## config.mk

```make
export PLATFORM = sky130hd
export DESIGN_NAME = spi_response_router_flat
export DESIGN_NICKNAME = d
export VERILOG_FILES = /design/src/rtl/spi_response_router_if.sv /design/src/rtl/spi_response_router.sv /design/src/flat_wrapper.sv
export SDC_FILE = /design/constraint.sdc
export NUM_CORES = 1
export LEC_CHECK = 0
export BUFFER_PORTS_ARGS = -buffer_cell sky130_fd_sc_hd__buf_4
export CAP_MARGIN = 15
export CORE_ASPECT_RATIO = 0.7
export CORE_MARGIN = 3
export CORE_UTILIZATION = 56
export CTS_CLUSTER_DIAMETER = 50
export DETAILED_ROUTE_END_ITERATION = 10
export PLACE_DENSITY = 0.84
export SYNTH_ARGS = -nofsm -noshare
export SYNTH_HDL_FRONTEND = slang
export SYNTH_SLANG_ARGS = --single-unit
```

## constraint.sdc

```tcl
create_clock -name clk -period 3.7 [get_ports clk]
set_input_delay 0.37 -clock clk [delete_from_list [all_inputs] [get_ports clk]]
set_output_delay 0.37 -clock clk [all_outputs]
set_load 0.01 [all_outputs]
```

## src/rtl/spi_response_router_if.sv

```systemverilog
// Bundle between the SPI wrapper's egress stream and the routed per-output
// streams. The router takes the slave modport.
interface spi_response_router_if #(
  parameter int nbits       = 32,
  parameter int num_outputs = 6,
  parameter int addr_nbits  = $clog2(num_outputs)
);
  logic                        req_val;
  logic                        req_rdy;
  logic [addr_nbits+nbits-1:0] req_msg;
  logic                        resp_val [num_outputs];
  logic                        resp_rdy [num_outputs];
  logic [nbits-1:0]            resp_msg [num_outputs];

  modport master (
    output req_val, req_msg, resp_rdy,
    input  req_rdy, resp_val, resp_msg
  );

  modport slave (
    input  req_val, req_msg, resp_rdy,
    output req_rdy, resp_val, resp_msg
  );
endinterface

```

## src/rtl/spi_response_router.sv

```systemverilog
// Routes an addressed {addr, payload} stream to one of num_outputs consumers,
// each behind a private 2-entry FIFO. SPI_ROUTER_DROP_COUNT_EN adds drop_count.
module spi_response_router #(
  parameter int nbits       = 32,
  parameter int num_outputs = 6,
  parameter int addr_nbits  = $clog2(num_outputs)
) (
  input  logic                          clk,
  input  logic                          reset,
  spi_response_router_if.slave          bus
`ifdef SPI_ROUTER_DROP_COUNT_EN
  ,
  output logic [7:0]                    drop_count
`endif
);

  localparam int unsigned           MW      = addr_nbits + nbits;
  localparam logic [addr_nbits:0]   NUM_OUT = (addr_nbits+1)'(num_outputs);

  logic [addr_nbits-1:0] addr;
  logic [nbits-1:0]      payload;
  logic                  addr_ok;
  logic                  sel_full;

  logic [nbits-1:0]      mem    [num_outputs][2];
  logic                  wr_ptr [num_outputs];
  logic                  rd_ptr [num_outputs];
  logic [1:0]            count  [num_outputs];
  logic                  enq    [num_outputs];
  logic                  deq    [num_outputs];

  assign addr    = bus.req_msg[MW-1 -: addr_nbits];
  assign payload = bus.req_msg[nbits-1:0];
  assign addr_ok = {1'b0, addr} < NUM_OUT;

  // Ready depends only on the addressed FIFO's current fill, never on a
  // same-cycle dequeue, so a full FIFO blocks even if its consumer drains now.
  always_comb begin
    sel_full = 1'b0;
    for (int i = 0; i < num_outputs; i++) begin
      if (addr == addr_nbits'(i) && count[i] == 2'd2) sel_full = 1'b1;
    end
  end

  assign bus.req_rdy = !addr_ok || !sel_full;

  always_comb begin
    for (int i = 0; i < num_outputs; i++) begin
      enq[i] = bus.req_val && addr_ok && (addr == addr_nbits'(i)) && (count[i] != 2'd2);
      deq[i] = (count[i] != 2'd0) && bus.resp_rdy[i];
    end
  end

  // FIFO state: storage is cleared on reset so resp_msg reads 0 afterwards.
  always_ff @(posedge clk) begin
    if (reset) begin
      for (int i = 0; i < num_outputs; i++) begin
        count[i]  <= 2'd0;
        wr_ptr[i] <= 1'b0;
        rd_ptr[i] <= 1'b0;
        mem[i][0] <= '0;
        mem[i][1] <= '0;
      end
    end else begin
      for (int i = 0; i < num_outputs; i++) begin
        if (enq[i]) begin
          mem[i][wr_ptr[i]] <= payload;
          wr_ptr[i]         <= !wr_ptr[i];
        end
        if (deq[i]) rd_ptr[i] <= !rd_ptr[i];
        case ({enq[i], deq[i]})
          2'b10:   count[i] <= count[i] + 2'd1;
          2'b01:   count[i] <= count[i] - 2'd1;
          default: count[i] <= count[i];
        endcase
      end
    end
  end

  for (genvar g = 0; g < num_outputs; g++) begin : g_out
    assign bus.resp_val[g] = (count[g] != 2'd0);
    assign bus.resp_msg[g] = mem[g][rd_ptr[g]];
  end

`ifdef SPI_ROUTER_DROP_COUNT_EN
  function automatic logic [7:0] sat_inc8(input logic [7:0] v);
    return (v == 8'hFF) ? v : v + 8'd1;
  endfunction

  always_ff @(posedge clk) begin
    if (reset) begin
      drop_count <= 8'd0;
    end else if (bus.req_val && !addr_ok) begin
      drop_count <= sat_inc8(drop_count);
    end
  end
`endif

endmodule

```

## src/flat_wrapper.sv

```systemverilog
// flat-port wrapper written by rule: the top's interface ports become plain ports
module spi_response_router_flat 
#(
  parameter int nbits       = 32,
  parameter int num_outputs = 6,
  parameter int addr_nbits  = $clog2(num_outputs)
)
  (clk, reset, bus_req_val, bus_req_msg, bus_resp_rdy, bus_req_rdy, bus_resp_val, bus_resp_msg);
  spi_response_router_if #(.nbits(nbits), .num_outputs(num_outputs), .addr_nbits(addr_nbits)) bus_i ();
  input  logic clk;
  input  logic reset;
  input wire logic [$bits(bus_i.req_val)-1:0] bus_req_val;
  input wire logic [$bits(bus_i.req_msg)-1:0] bus_req_msg;
  input wire logic [$bits(bus_i.resp_rdy)-1:0] bus_resp_rdy;
  output wire logic [$bits(bus_i.req_rdy)-1:0] bus_req_rdy;
  output wire logic [$bits(bus_i.resp_val)-1:0] bus_resp_val;
  output wire logic [$bits(bus_i.resp_msg)-1:0] bus_resp_msg;
  assign bus_i.req_val = bus_req_val;
  assign bus_i.req_msg = bus_req_msg;
  assign bus_i.resp_rdy = {>>{bus_resp_rdy}};
  assign bus_req_rdy = bus_i.req_rdy;
  assign bus_resp_val = {>>{bus_i.resp_val}};
  assign bus_resp_msg = {>>{bus_i.resp_msg}};
  spi_response_router #(.nbits(nbits), .num_outputs(num_outputs), .addr_nbits(addr_nbits)) u_core (.clk(clk), .reset(reset), .bus(bus_i));
endmodule
```

Word level (Yosys, flattened, before mapping) --
Memories as Yosys holds them, arrays and structs flattened. Index checks and enable logic that the tools add are counted.
Word-level totals: bits in writable memories 408, memories kept 4, output and inout bits 199, bits in registers 0, word-level logic and storage cells 1097, bits of input ports 44
Memories:
- u_core.mem | depth 6, width 64, read ports 6, clocked after Yosys merged registers in 0, write ports 6, line spi_response_router.sv:25 | logic [nbits-1:0] mem [num_outputs][2];
- u_core.count | depth 6, width 2, read ports 6, clocked after Yosys merged registers in 0, write ports 6, line spi_response_router.sv:28 | logic [1:0] count [num_outputs];
- u_core.rd_ptr | depth 6, width 1, read ports 6, clocked after Yosys merged registers in 0, write ports 6, line spi_response_router.sv:27 | logic rd_ptr [num_outputs];
- u_core.wr_ptr | depth 6, width 1, read ports 6, clocked after Yosys merged registers in 0, write ports 6, line spi_response_router.sv:26 | logic wr_ptr [num_outputs];
Cells by class: bitwise operators 426, equality and inequality tests 29, muxes and demuxes 548, reductions and logical operators 59, add/subtract/negate cells 12, order comparisons 19
Operator list (count):
- 2-to-1 mux 32 bit | 24
- 2-to-1 mux 1 bit | 494
- bitwise OR 1 bit | 414
- 2-to-1 mux 64 bit | 6
- demux 32 bit (select 1 bit) | 6
- 2-to-1 mux 2 bit | 18
- logical AND 1 bit | 31
- equality test 2 bit, second input constant | 12
- greater-or-equal comparator 2 bit, second input constant | 12
- NOT 1 -> 2 bit | 12
- logical NOT 1 bit | 14
- adder 2 x 1 -> 2 bit, second input constant | 6
- equality test 2 x 1 -> 1 bit, second input constant | 6
- < comparator 2 x 1 -> 1 bit, second input constant | 6
- inequality test 2 bit, second input constant | 6
- nonzero test 2 bit | 6
- OR reduction 2 bit | 6
- subtractor 2 x 1 -> 2 bit, second input constant | 6
- equality test 3 x 2 -> 1 bit, second input constant | 2
- equality test 3 bit, second input constant | 2
- equality test 3 x 1 -> 1 bit, second input constant | 1
- logical NOT 3 bit | 1
- < comparator 3 bit, second input constant | 1
- logical OR 1 bit | 1

Logic depth before layout (Yosys ltp) --
word-level depth 11, depth in mapped cells 7, depth with buffers taken out 6

Least setup slack after synthesis --
No wires, ideal clock.
kind input to register, start point input bus_req_msg[32], end point memory u_core.mem[0][32] in the netlist's numbering, enable pin, library setup time 0.428 ns, stages 5, slack 0.440 ns, arrival 2.832 ns, path buffers 1, path through buf_2 -> or4b_4 -> nor2_1 -> inv_1 -> o21bai_1
RTL lines:
- start: declaration | line flat_wrapper.sv:13 | input wire logic [$bits(bus_i.req_msg)-1:0] bus_req_msg;
- end: declaration | line spi_response_router.sv:25

==> results.md <==
- Clock tree from TritonCTS: built
- Largest family of logic cells by synthesized area: simple AND/OR/NAND/NOR gates
- Final Hold Fails: 0
- CP required: 3.86 ns
- Skew final: 0.0111 ns
- Avg WL per Cell: 22.5 um
- Syn Area/Cell: 14.7 um2
- Grt ovf: 0
- Syn_nets: 1301
- PortBufs: 242
- Reg-to-Reg Start: u_core.count[0][10]$_DFFE_PP_
- Post-synthesis cell type count: 41
- Pwr/cell area: approximately 490 nW/um2
- Fillers: between 2000 and 2500
- CP endpoint kind: register
- Flops & latches, synth: slightly above 400
- Crit path max-delay family: simple AND/OR/NAND/NOR gates
- Chip height: 157 um
- Post-route ant nets: 0
- Hold-fix buffers, CTS: 0
- Area grow syn2layout: 18.9%
- Synthesized cell area: 18300 um2
- Post-layout nets: 1509
- GRT Util Overall: 24.3%
- Synth Area in Adders: 0.820%
- Crit-path slowest cell: or2_2
- Most common cell after layout, fill and taps aside: edfxtp_1
- Place WS: between 0.8 and 0.9 ns
- Initial Utilization: between 50 and 60%
- Largest area contributor in the netlist: edfxtp_1
- Worst Tran Pin Value: 1.00 ns
- Min-Delay Startpoint: bus_resp_rdy[2]
- Final max-slew violation count: 0
- Synth warn: 0
- Commonest non-fill, non-tap cells in the layout: edfxtp_1 (408), and2_1 (384), buf_4 (267), mux2_2 (192), clkbuf_16 (41)
- TNS Setup: 0 ns
- Post-Synth Simple-Gate Area: 16.8%
- Final Setup Violations: 0
- Final Cycle Share: approximately three quarters
- Crit-path max cell delay: ~0.74 ns
- Total CTS buffers: 40
- Final min period: about 2.8 ns
- Post-Route WL: ~43 mm
- Final Util: 68.7%
- Htree depth: 2
- Max_cap viols: 0
- Number of global-route vias before repair: about 11000
- CP bufs+invs: 1
- First-pass GRT wire length: 64.0 mm
- Cells along the critical path: inv_1 > ha_1 > nor3b_2 > and4bb_2 > or2_2
- Number of gates resized after cts: 0
- Clk sinks: 408
- Leak: ~8.6 nW
- CTS root buf: clkbuf_16
- Die area: 34900 um2
- Number of synthesized flops with an enable pin: about 400
- Area of the multi-input gates: between 5000 and 6000 um2
- # DRC: 0
- Sequential fraction of the synthesis area: between 60% and 70%
- Min-delay worst type: input port to register
- Synth top area share: 66.9%
- TritonRoute pass-1 iters: 5
- Setup Buffers After CTS: 0
- Post-DP Area: between 20000 and 25000 um2
- Tot Pwr: 10.6 mW
- Die W: 222 um
- Clk slew on worst S/H paths: ~0.07 ns
- RSZ-0062 raised after global routing: no
- First DRT Iteration DRCs: between 900 and 1000
- Vias: 10600
- Worst-skew pair later-pin latency: 0.53 ns
- Layout cells sized above 1: 36.4%
- Final instance area: 21800 um2
- Critical Path AT: 2.95 ns
- Num rows: 54
- IR Drop Worst-Case VDD: ~0.00029 V
- Async SR Flop Fraction: 0%
- Main synth FF type: edfxtp_1
- Worst-path fanout max: 34
- Placeable Area: 31700 um2
- F_max: 358 MHz
- Crit start category: register
- Outcome: completed
- Initial antenna violation count: 3
- Slew HR: between 30% and 40%
- Crit Path Category: register to register
- Drt via density: 5.59
- DP Wirelength: 28.1 mm
- Largest net degree at the start of global routing: 61
- Largest cells by area after synthesis: edfxtp_1 (67%), and2_1 (13%), mux2_2 (12%)
- CTS Buffer Depth: 3
- Post-synthesis mux area share: roughly an eighth
- Post-Syn Instances: about 1200
- Min setup slack post-route: 0.906 ns
- Final Wtd Congestion: 0.833
- Register area: approximately 12000 um2
- Crit. Startpoint: u_core.count[0][10]$_DFFE_PP_
- Compound-Gate Fraction of Synth Area: 1.06%
- Synth Area in XOR/XNOR: 0.239%
- IO Count: ~240
-- registers in the layout, indices dropped and copies added, names as in the netlist --
name	cells
u_core.count	12
u_core.mem	384
u_core.rd_ptr	6
u_core.wr_ptr	6
-- cell families (layout without fill, tap and decap cells) --
logic type	after synthesis	count (layout)
compound gates	28	28
xor+xnor	5	5
fa+ha+maj	12	12
buf+inv	114	348
flops	408	408
mux	192	192
other cells	0	1
simple gates	486	486
-- per-stage QoR --
stage               hold WS [ns]  std cells
floorplan                  0.531       1245
global placement           0.551       1831
detailed placement         0.554       1831
CTS                        0.214       1899
global route               0.243       1899
finish                     0.233       1900
-- worst paths after layout --
check,endpoint,slack (ns),depth (start not counted)
setup reg to reg,u_core.mem[0][355]$_DFFE_PP_,0.91,5
hold reg to reg,u_core.count[0][10]$_DFFE_PP_,0.56,1
setup / recovery,u_core.mem[0][355]$_DFFE_PP_,0.91,5
hold / removal,u_core.rd_ptr[0][3]$_SDFFCE_PN0P_,0.23,3
-- area by class of cell --
class / instances / area share (%)
inverter: 13 / 0.224
clock inverter: 21 / 0.816
sequential: 408 / 56.3
multi-input combinational: 723 / 26.2
timing repair buffer: 267 / 9.21
tap: 420 / 2.41
clock buffer: 47 / 4.82
antenna: 1 / 0.0115
-- cell usage after synthesis, drive strengths merged, types with 2 or more instances --
library cell	n
nand4bb	3
mux2	192
edfxtp	408
xnor2	5
nand2	11
or4b	2
nor2	16
or2	7
nand4b	2
nor2b	5
nor3	17
nor4	5
or3	5
inv	13
o21bai	10
clkbuf	97
nand2b	16
buf	4
and2	385
nor4b	5
a21o	7
ha	12
a21oi	7
-- tightest hold or removal path, cell delays in order --
cell	delay, ns
buf_4	0.07
nand2_1	0.09
nand2b_1	0.11
-- layer usage --
metal / up-vias / track usage, % / routed length, um
li1: 4800 / - / -
met1: 5341 / 35.8 / 18800
met2: 433 / 37.7 / 19700
met3: 54 / 5.16 / 3580
met4: 2 / 5.30 / 696
met5: - / 1.34 / 71
-- power breakdown --
part	internal [mW]	total, mW	switching (mW)
Clock	2.23	3.91	1.68
Sequential	5.30	5.37	0.0724
Combinational	0.580	1.28	0.700
Total	8.11	10.6	2.45
Power figures use the tool's default switching activity.
